**src/rtl/pmem_arbiter.sv**
```systemverilog
// rtl/pmem_arbiter.sv - merges i-cache and d-cache line ports onto one physical-memory port
// Grants one requester at a time, latches its request and holds it until mem_resp.
module pmem_arbiter #(
   parameter int ADDR_W = 16,
   parameter int LINE_W = 128
) (
   input  logic              clk,
   input  logic              rst_n,

   input  logic [ADDR_W-1:0] i_pmem_address,
   input  logic              i_pmem_read,
   output logic [LINE_W-1:0] i_pmem_rdata,
   output logic              i_pmem_resp,

   input  logic [ADDR_W-1:0] d_pmem_address,
   input  logic [LINE_W-1:0] d_pmem_wdata,
   input  logic              d_pmem_read,
   input  logic              d_pmem_write,
   output logic [LINE_W-1:0] d_pmem_rdata,
   output logic              d_pmem_resp,

   output logic [ADDR_W-1:0] mem_address,
   output logic [LINE_W-1:0] mem_wdata,
   output logic              mem_read,
   output logic              mem_write,
   input  logic [LINE_W-1:0] mem_rdata,
   input  logic              mem_resp
);

   typedef enum logic [1:0] {
      IDLE   = 2'd0,
      I_BUSY = 2'd1,
      D_BUSY = 2'd2
   } state_e;

   state_e            state_q;
   logic [ADDR_W-1:0] lat_addr_q;
   logic [LINE_W-1:0] lat_wdata_q;
   logic              lat_wr_q;
   logic              last_d_q;

   logic i_req;
   logic d_req;
   logic grant_d;
   logic grant_i;

   // On a tie the side that did not win last time goes first, so neither starves.
   always_comb begin
      i_req   = i_pmem_read;
      d_req   = d_pmem_read | d_pmem_write;
      grant_d = d_req & (~i_req | ~last_d_q);
      grant_i = i_req & ~grant_d;
   end

   always_ff @(posedge clk or negedge rst_n) begin
      if (!rst_n) begin
         state_q     <= IDLE;
         lat_addr_q  <= '0;
         lat_wdata_q <= '0;
         lat_wr_q    <= 1'b0;
         last_d_q    <= 1'b0;
      end else begin
         case (state_q)
            IDLE: begin
               if (grant_d) begin
                  state_q     <= D_BUSY;
                  lat_addr_q  <= d_pmem_address;
                  lat_wdata_q <= d_pmem_wdata;
                  // read+write together is illegal; treating it as a write keeps dirty data safe
                  lat_wr_q    <= d_pmem_write;
                  last_d_q    <= 1'b1;
               end else if (grant_i) begin
                  state_q    <= I_BUSY;
                  lat_addr_q <= i_pmem_address;
                  lat_wr_q   <= 1'b0;
                  last_d_q   <= 1'b0;
               end
            end
            I_BUSY, D_BUSY: begin
               if (mem_resp) begin
                  state_q <= IDLE;
               end
            end
            default: state_q <= IDLE;
         endcase
      end
   end

   assign mem_address = lat_addr_q;
   assign mem_wdata   = lat_wdata_q;
   assign mem_read    = (state_q == I_BUSY) | ((state_q == D_BUSY) & ~lat_wr_q);
   assign mem_write   = (state_q == D_BUSY) & lat_wr_q;

   // Data is broadcast; only the resp pulse tells a cache the line is its own.
   assign i_pmem_rdata = mem_rdata;
   assign d_pmem_rdata = mem_rdata;
   assign i_pmem_resp  = mem_resp & (state_q == I_BUSY);
   assign d_pmem_resp  = mem_resp & (state_q == D_BUSY);

endmodule

```
**config.mk**
```make
export PLATFORM = sky130hd
export DESIGN_NAME = pmem_arbiter
export DESIGN_NICKNAME = d
export VERILOG_FILES = /design/src/rtl/pmem_arbiter.sv
export SDC_FILE = /design/constraint.sdc
export NUM_CORES = 1
export LEC_CHECK = 0
export ABC_CLOCK_PERIOD_IN_PS = 1800
export BUFFER_PORTS_ARGS = -buffer_cell sky130_fd_sc_hd__buf_2
export CAP_MARGIN = 20
export CORE_AREA = 8 8 264 266
export CTS_BUF_LIST = sky130_fd_sc_hd__clkbuf_8
export DETAILED_ROUTE_END_ITERATION = 6
export DIE_AREA = 0 0 272 274
export SKIP_CTS_REPAIR_TIMING = 1
export SYNTH_ARGS = -nofsm -noshare
export SYNTH_HDL_FRONTEND = slang
export SYNTH_SLANG_ARGS = --single-unit
export TNS_END_PERCENT = 50
```
**constraint.sdc**
```tcl
create_clock -name clk -period 1.8 [get_ports clk]
set_input_delay 0.27 -clock clk [delete_from_list [all_inputs] [get_ports clk]]
set_output_delay 0.27 -clock clk [all_outputs]
set_load 0.02 [all_outputs]
```
==> results by group <==
Layout
  • Layout cell share with drive strength beyond 1: 0.6028
  • Final Instance Area: 10,730 sq um
  • Util after Layout: 0.1644
  • Fin nets: 1,150
  • Fill count: 7,147
  • Final Non-Filler Cells: 1,732
  • Layout area overhead: 38.26%

Logic synthesis
  • Synth top area cells: dfrtp_1, buf_4, mux2_2
  • Top cells by count, synth: buf_4, dfrtp_1, mux2_2
  • Seq/Total Area, Yosys: 0.4770
  • Ys Warns: 0
  • Number of synthesized register bits: 148
  • Post-synth top area share: 0.4770
  • Syn_nets: 922
  • Post-Syn Area per Cell: 12.42 sq um
  • Mapped Area: 7764 sq um
  • Ys flop type: dfrtp_1
  • Cell variety after synth: 26
  • Top-count cell post-synth: buf_4
  • Number of flops mapped to enable cells by yosys: 0
  • Top cell type by total area after synthesis: dfrtp_1
  • Ys async rst share: 1.000
  • Post-synthesis cell count: 625

Clock tree
  • Root buffer cell: clkbuf_8
  • Max clock buf depth: 2
  • Clock latency on the worst-skew pair: 0.51 ns
  • Num CTS Buffers: 17
  • Reg clk slew, reported paths: 0.10 ns
  • H-tree Lvls: 4
  • Sink Count: 148
  • CTS tree: yes

Floorplan
  • Starting Density: 0.1189
  • Core Region: 65,280 sq um
  • Row count: 94
  • Die area: 74,530 sq um
  • Die Y: 274 um
  • Ports: 698
  • Die span in x: 272 um

Routing
  • WL final: 26.38 mm
  • Via count: 5,196
  • Wire length per cell: 15.23 um
  • Residual DRC count: 0
  • Via/cell ratio: 3.000
  • Post-DRT Antenna Nets: 0
  • Initial DRC Count: 133
  • Pre-antenna DRT Iters: 4

Place
  • Dpl ws: -0.01763 ns
  • Placer Congestion: 0.7037
  • Post-DP HPWL: 18.51 mm
  • Placed instance area: 8566 sq um
  • IO buf count: 313
  • Cell count after placement: 1,549

Pwr
  • Leak pwr: 4.808 nW
  • Highest ir drop seen on vdd: 0.7712 mV
  • Power Density: 1705 nW/um^2

Setup path
  • CP endpoint kind: flop
  • CP arrival: 2.26 ns
  • Worst Setup Start Kind: flop
  • Setup Crit Path Kind: reg -> reg
  • Critical path peak fanout: 8
  • Worst EP required: 2.21 ns

STA
  • RSZ-0062 raised after global routing: true
  • Final Hold Fails: 0
  • Max Clock Freq: 0.5387 GHz
  • Setup Viol. Count Final: 65
  • Crit share post-route: 1.031
  • Relative slew slack: 0.7376
  • Worst-margin pin slew: 0.3936 ns
  • Clk_skew: 0.02181 ns
  • Setup ws final: -0.05630 ns
  • Setup_tns: -1.283 ns
  • Min Tclk post-route: 1.856 ns
  • Max-slew violations: 0

GRT
  • Initial antenna violation count: 0
  • Met1 GRT Util: 0.04975
  • Global Route Usage Sum: 0.06089
  • Vias in the first global route: 5,500
  • First-pass GRT wire length: 33.55 mm
  • Grt total ovfl: 0
  • M3 GR Usage: 0.04373
  • Grt met2 use: 0.09587
  • Pin count of the biggest net entering global routing: 64
  • Gr busiest metal: met2

Status
  • Failing checks: setup timing
  • Outcome: complete, but fails checks

Min path
  • Hold WC Path Type: in -> reg

Job
  • MaxCap Viol Count: 0
==> stage by stage <==
step	power [mW]	hold WS, ns
6_report	18.30	0.04595
3_5_place_dp	14.33	0.1124
2_1_floorplan	11.99	-0.02559
4_1_cts	17.57	-0.5414
5_1_grt	19.55	0.001393
3_3_place_gp	14.08	0.1063
==> worst paths after layout <==
path | from | to | slack [ns] | depth (start not counted)
worst max-delay path | state_q[1] | mem_wdata[59] | -0.06 | 9
worst min-delay path | i_pmem_address[0] | mem_address[0] | 0.05 | 3
worst max register to register | state_q[1] | mem_wdata[59] | -0.06 | 9
worst min register to register | mem_address[9] | mem_address[9] | 0.49 | 2
max in group asynchronous | rst_n | mem_address[15] | 1.05 | 3
min in group asynchronous | rst_n | mem_wdata[112] | 0.14 | 2
==> routing by layer <==
metal	up-vias	routed length [um]
met1	2414	8229
li1	2269	-
met5	-	44
met3	125	3359
met4	2	1992
met2	386	12750
==> cells in the final DEF (no fill, tap or decap), types with 11 or more instances in the layout <==
cell             n
buf_6           11
dlygate4sd3_1  134
buf_2          308
clkbuf_8        21
o21ai_0         16
dfrtp_1        148
buf_4           14
mux2i_1         16
nand2_1         19
mux2_2         118
==> cells by family after synthesis <==
group / count (synthesis) / share of synthesized area
muxes: 144 / 0.2111
DFF: 148 / 0.4770
buffers and inverters: 279 / 0.2724
and+or+nand+nor: 28 / 0.01725
adders and majority gates: 3 / 0.004835
AOI/OAI and AO/OA: 23 / 0.01741
==> flip-flops by register name (all words and copies together) (netlist names) <==
name,flops
last_d_q,1
lat_wr_q,1
mem_address,16
mem_wdata,128
state_q,2
==> area by class of cell <==
class | count | area, sq um | area share
repair buffers | 484 | 3480 | 0.3242
well taps | 864 | 1081 | 0.1007
diodes | 2 | 5.005 | 0.0004663
flip-flops and latches | 148 | 3704 | 0.3450
multi-input cells | 198 | 1998 | 0.1862
inverters | 4 | 15.01 | 0.001399
clock buffers | 21 | 289.0 | 0.02693
clock inverters | 11 | 162.7 | 0.01515
==> critical path: stages (launching register included) <==
cell and delay (ns):
dfrtp_1 0.42, inv_2 0.08, ha_1 0.17, inv_2 0.06
nor2_4 0.12, buf_12 0.14, clkbuf_16 0.20, buf_4 0.13
buf_4 0.09, mux2_2 0.32
==> report_power, final <==
group	internal, mW	switching [mW]	total (mW)
Sequential	5.04	0.924	5.96
Combinational	4.33	5.01	9.35
Clock	1.55	1.44	3.00
Total	10.9	7.38	18.3
No activity file was read; power rests on OpenSTA's default activity.
